File: config.mk
export PLATFORM = sky130hd
export DESIGN_NAME = iob_fifo_tdp_ctrl
export DESIGN_NICKNAME = d
export VERILOG_FILES = /design/src/rtl/iob_fifo_tdp_ctrl_pkg.sv /design/src/rtl/iob_fifo_tdp_ctrl.sv
export SDC_FILE = /design/constraint.sdc
export NUM_CORES = 1
export LEC_CHECK = 0
export BUFFER_PORTS_ARGS = -buffer_cell sky130_fd_sc_hd__buf_2
export CORE_MARGIN = 3
export CORE_UTILIZATION = 35
export DETAILED_ROUTE_END_ITERATION = 10
export PLACE_DENSITY_LB_ADDON = 0.2
export RECOVER_POWER = 100
export SLEW_MARGIN = 10
export SYNTH_ARGS = -nofsm -noshare
export SYNTH_HDL_FRONTEND = slang
export SYNTH_SLANG_ARGS = --single-unit
File: constraint.sdc
create_clock -name clk -period 6 [get_ports clk]
set_input_delay 0.3 -clock clk [delete_from_list [all_inputs] [get_ports clk]]
set_output_delay 0.3 -clock clk [all_outputs]
set_load 0.03 [all_outputs]
File: src/rtl/iob_fifo_tdp_ctrl_pkg.sv
// Purpose : shared sizing helpers for the TDP-RAM backed FIFO controller.
// Latency : n/a (types and constant functions only).
// Backpr. : n/a.
package iob_fifo_tdp_ctrl_pkg;

    // Occupancy has to represent 0..2**addrW inclusive, so one bit wider than the pointers.
    function automatic int fifoLevelW(input int addrW);
        return addrW + 1;
    endfunction

    // Per-cycle accept decision, handy for the level update case statement.
    typedef enum logic [1:0] {
        ACC_NONE  = 2'b00,
        ACC_READ  = 2'b01,
        ACC_WRITE = 2'b10,
        ACC_BOTH  = 2'b11
    } acc_t;

endpackage

File: src/rtl/iob_fifo_tdp_ctrl.sv
// Purpose : pointer/occupancy controller for a FIFO stored in one iob_ram_tdp
//           (port A write-only, port B read-only).
// Latency : read data valid 1 cycle after an accepted read (registered RAM read).
// Backpr. : w_full rejects writes (w_ovf pulse), r_empty rejects reads (r_unf pulse);
//           one write and one read per cycle sustained.
//
// Ports:
//   clk, rst                 single clock, synchronous active-high reset
//   w_en/w_data/w_full/w_ovf producer side
//   r_en/r_data/r_valid/r_empty/r_unf consumer side
//   level                    occupancy 0..2**ADDR_W
//   ext_mem_*                RAM port A (write) and port B (read) drive/return
module iob_fifo_tdp_ctrl
    import iob_fifo_tdp_ctrl_pkg::*;
#(
    parameter  int DATA_W  = 32,
    parameter  int ADDR_W  = 4,
    localparam int LEVEL_W = fifoLevelW(ADDR_W)
) (
    input  logic               clk,
    input  logic               rst,
    input  logic               w_en,
    input  logic [DATA_W-1:0]  w_data,
    output logic               w_full,
    output logic               w_ovf,
    input  logic               r_en,
    output logic               r_empty,
    output logic               r_unf,
    output logic [DATA_W-1:0]  r_data,
    output logic               r_valid,
    output logic [LEVEL_W-1:0] level,
    output logic               ext_mem_w_en,
    output logic [ADDR_W-1:0]  ext_mem_w_addr,
    output logic [DATA_W-1:0]  ext_mem_w_data,
    output logic               ext_mem_r_en,
    output logic [ADDR_W-1:0]  ext_mem_r_addr,
    input  logic [DATA_W-1:0]  ext_mem_r_data
);

    localparam logic [LEVEL_W-1:0] DEPTH = LEVEL_W'(1) << ADDR_W;

    logic [ADDR_W-1:0] wPtr;
    logic [ADDR_W-1:0] rPtr;
    logic              wrAcc;
    logic              rdAcc;
    acc_t              accSel;

    // Flags decode only registered level, so no request input reaches them.
    assign w_full  = (level == DEPTH);
    assign r_empty = (level == '0);

    assign wrAcc  = w_en & ~w_full;
    assign rdAcc  = r_en & ~r_empty;
    assign accSel = acc_t'({wrAcc, rdAcc});

    // A write needs level <= depth-1 and a read needs level >= 1, so whenever
    // both are accepted the pointers differ and the RAM ports never collide.
    assign ext_mem_w_en   = wrAcc;
    assign ext_mem_w_addr = wPtr;
    assign ext_mem_w_data = w_data;
    assign ext_mem_r_en   = rdAcc;
    assign ext_mem_r_addr = rPtr;

    // RAM output register holds between reads, so no local capture is needed.
    assign r_data = ext_mem_r_data;

    always_ff @(posedge clk) begin
        if (rst) begin
            wPtr    <= '0;
            rPtr    <= '0;
            level   <= '0;
            r_valid <= 1'b0;
            w_ovf   <= 1'b0;
            r_unf   <= 1'b0;
        end else begin
            r_valid <= rdAcc;
            w_ovf   <= w_en & w_full;
            r_unf   <= r_en & r_empty;
            if (wrAcc) wPtr <= wPtr + 1'b1;   // wraps modulo depth
            if (rdAcc) rPtr <= rPtr + 1'b1;
            case (accSel)
                ACC_WRITE: level <= level + 1'b1;
                ACC_READ:  level <= level - 1'b1;
                default:   level <= level;
            endcase
        end
    end

endmodule
==> summary.txt <==
Die
  • Die area: 4470 um^2
  • Die height: 66.8 um
  • Core Area: 3440 um^2
  • Std-Cell Rows: 21
  • Die Wd: 66.8 um
  • Initial core utilization: 0.376
  • I/O Pins: 152

Worst setup path
  • Critical path cell sequence: or4_1 > o21ai_0 > inv_1 > ha_1 > ha_1 > a21oi_1 > a21oi_1 > or4_1 > a21oi_1
  • Startpoint types: flop
  • Critical path origin: level[1]
  • CP max stage cell: or4_1
  • RR Endpoint: level[4]
  • Crit end category: flop
  • Crit-path max FO: 7
  • Data arrival, critical path: 3.35 ns
  • Slowest cell delay on critical path: 0.68 ns
  • Flop2flop setup slack: 2.83 ns
  • Worst R2R Start: level[1]
  • Crit Path Class: flop to flop
  • Worst EP required: 6.18 ns
  • CP dominant cell by count: a21oi_1
  • Reg2Reg Depth: 9
  • Crit path to: level[4]

Drt
  • Pre-antenna DRT Iters: 2
  • Wire per inst: 14.6 um
  • Post-route DRC violation count: 0
  • Antenna viol nets, final: 0
  • Vias/cell: 4.82
  • Total wire length: 2.27 mm
  • DR iter-0 viols: 34
  • Vias: 747

Power
  • Cell Pwr Density: 537 nW/um^2
  • Max VDD drop: 0.110 mV
  • Reg power frac: 0.310
  • Lkg Pwr: 0.426 nW
  • Clock power share: 0.180
  • Comb power frac: 0.509
  • Total Power: 0.000519 W
  • Switch Pwr: 0.000249 W
  • Int Pwr: 0.000270 W
  • Sw Share: 0.480

Cells and area
  • Proportion of layout cells with a drive suffix above 1: 0.0642
  • Inserted Diodes: 0
  • Fill count: 395
  • Nets@finish: 185
  • Layout Area Growth over Synthesis: -25.4%
  • Fin cells: 155

Global route
  • Grt total ovfl: 0
  • Largest net degree at the start of global routing: 18
  • Gr busiest metal: met2
  • First-pass GRT wire length: 3.53 mm
  • Initial antenna violation count: 0
  • Global Route Usage Sum: 0.103
  • M1 GR Usage: 0.103
  • Vias in the first global route: 733
  • Met3 Use GR: 0.0523
  • Routing usage on met2: 0.158

Clocking
  • # resized after CTS: 0
  • H-tree depth: 1
  • Skew-Pair Late Insertion Delay: 0.25 ns
  • Postcts setup bufs: 0
  • Clock tree buffer depth: 2
  • Worst-path clk slew: 0.06 ns
  • Clk root buf: clkbuf_8
  • Hold_buf cts: 0
  • CTS tree: yes
  • Clock buffers created by TritonCTS: 3
  • Clock sinks: 16

Yosys
  • Asr flop ratio synth: 0
  • Syn_nets: 226
  • Syn avg cell area: 8.58 um^2
  • Number of synthesized flops with an enable pin: 0
  • Top FF cell, synth: dfxtp_1
  • Dominant cell type by area after synthesis: buf_4
  • Synth Warn #: 0
  • Mapped Cells: 151
  • Ranking of synthesized cells by area: buf_4 (37%), dfxtp_1 (25%), ha_1 (5.8%), nor2_1 (4.3%), xor2_1 (4.1%)
  • Post-Syn Area: 1290 um^2
  • Post-synth top area share: 0.371
  • Yosys reg bits: 16
  • Sequential area share after synthesis: 0.247
  • Unique masters post-synth: 29

Run status
  • Status: completed

Timing
  • Tmin final: 3.17 ns
  • RSZ-0062 raised after global routing: no
  • Max Slew Vio Count: 0
  • Highest clock rate: 0.315 GHz
  • Rel. slew slack: 0.715
  • Clock Skews: 0.00161 ns
  • Final Hold Fails: 0
  • Tightest Pin Transition: 0.423 ns
  • Period utilization: 0.529
  • Final setup TNS: 0 ns
  • Endpoints failing setup: 0

Placement
  • HPWL Detailed: 1.80 mm
  • Routability Congestion: 0.753
  • Placed cells: 151
  • Input/output buffers: 23

Hold path
  • Worst min-delay path category: primary input to flop

Run
  • Max-Cap Viols: 0
-- power groups by stage --
| stage | logic [W] | clock network (W) | registers [W] |
|---|---|---|---|
| final | 0.000264 | 0.0000937 | 0.000161 |
| after global routing | 0.000298 | 0.000102 | 0.000168 |
| after CTS | 0.000295 | 0.0000984 | 0.000164 |
| after detailed placement | 0.000294 | 0 | 0.000167 |
| after global placement | 0.000290 | 0 | 0.000165 |
| after floorplan | 0.000276 | 0 | 0.000204 |
-- worst max-delay path: cells and delay by family (launching register included) --
family	cells	cell delay [ns]
AND/OR/NAND/NOR	2	1.14
flip-flops	1	0.37
buffers and inverters	1	0.11
AO/OA/AOI/OAI	4	0.85
adder cells (fa/ha/maj)	2	0.62
-- final cells by class --
| class | count | area (um^2) | area share |
|---|---|---|---|
| clock buffers | 4 | 55.1 | 0.0570 |
| inverters | 5 | 18.8 | 0.0194 |
| multi-input cells | 61 | 424 | 0.439 |
| flip-flops and latches | 16 | 320 | 0.332 |
| well taps | 46 | 57.6 | 0.0596 |
| repair buffers | 23 | 90.1 | 0.0933 |
-- state kept, by name (all words and copies together), names as in the netlist --
signal	cells
r_valid	1
level	5
w_ovf	1
ext_mem_r_addr	4
r_unf	1
ext_mem_w_addr	4
-- per-layer routing --
| layer | vias to the layer above | part of all wire |
|---|---|---|
| li1 | 341 | - |
| met1 | 324 | 0.38 |
| met2 | 51 | 0.42 |
| met3 | 31 | 0.13 |
| met4 | 0 | 0.060 |
| met5 | - | 0 |
-- how the worst min path moves through the flow --
stage	cells past startpoint	start	slack [ns]	endpoint
after floorplan	2	r_en	0.45	r_valid
after global placement	2	ext_mem_w_addr[3]	0.49	ext_mem_w_addr[3]
after detailed placement	2	ext_mem_r_addr[3]	0.50	ext_mem_r_addr[3]
after CTS	2	w_en	0.34	w_ovf
after global routing	2	w_en	0.35	w_ovf
final	3	r_en	0.35	r_valid
-- logic make-up (layout without fill, tap and decap cells) --
group,after synthesis,count (layout),synth area share
muxes,3,3,0.0232
xor gates and xnor gates,8,8,0.0541
buffers and inverters,74,32,0.406
and+or+nand+nor,31,31,0.122
DFF,16,16,0.247
AOI/OAI and AO/OA,12,12,0.0744
adders and majority gates,7,7,0.0734
-- Yosys cell counts (2+ instances only) --
| cell | instances |
|---|---|
| mux2i_1 | 3 |
| a21oi_1 | 5 |
| ha_1 | 6 |
| inv_1 | 5 |
| xor2_1 | 6 |
| o211ai_2 | 2 |
| xnor2_1 | 2 |
| dfxtp_1 | 16 |
| clkbuf_1 | 3 |
| and3_1 | 3 |
| nand2_1 | 3 |
| nor4_1 | 2 |
| nor2_1 | 15 |
| o211ai_1 | 2 |
| buf_4 | 64 |
-- stage by stage --
step	area [um^2]	setup slack, ns	utilization	hold slack, ns
after floorplan	1290	3.01	-	0.452
after detailed placement	961	3.17	0.279	0.500
after global placement	961	3.25	0.279	0.489
after CTS	1020	3.16	0.295	0.342
after global routing	966	2.60	0.281	0.354
final	966	2.83	0.281	0.348
-- layout by cell type (no fill, tap or decap), drive strengths merged --
master and count:
a21o 1, a21oi 5, and3 3, buf 3
clkbuf 24, dfxtp 16, fa 1, ha 6
inv 5, mux2i 3, nand2 3, nand2b 1
nand3 1, nor2 15, nor3 1, nor3b 1
nor4 2, nor4bb 1, o211ai 4, o21ai 1
o31ai 1, or3 1, or4 2, xnor2 2
xor2 6
Note: power is estimated with default switching activity, not from simulation.
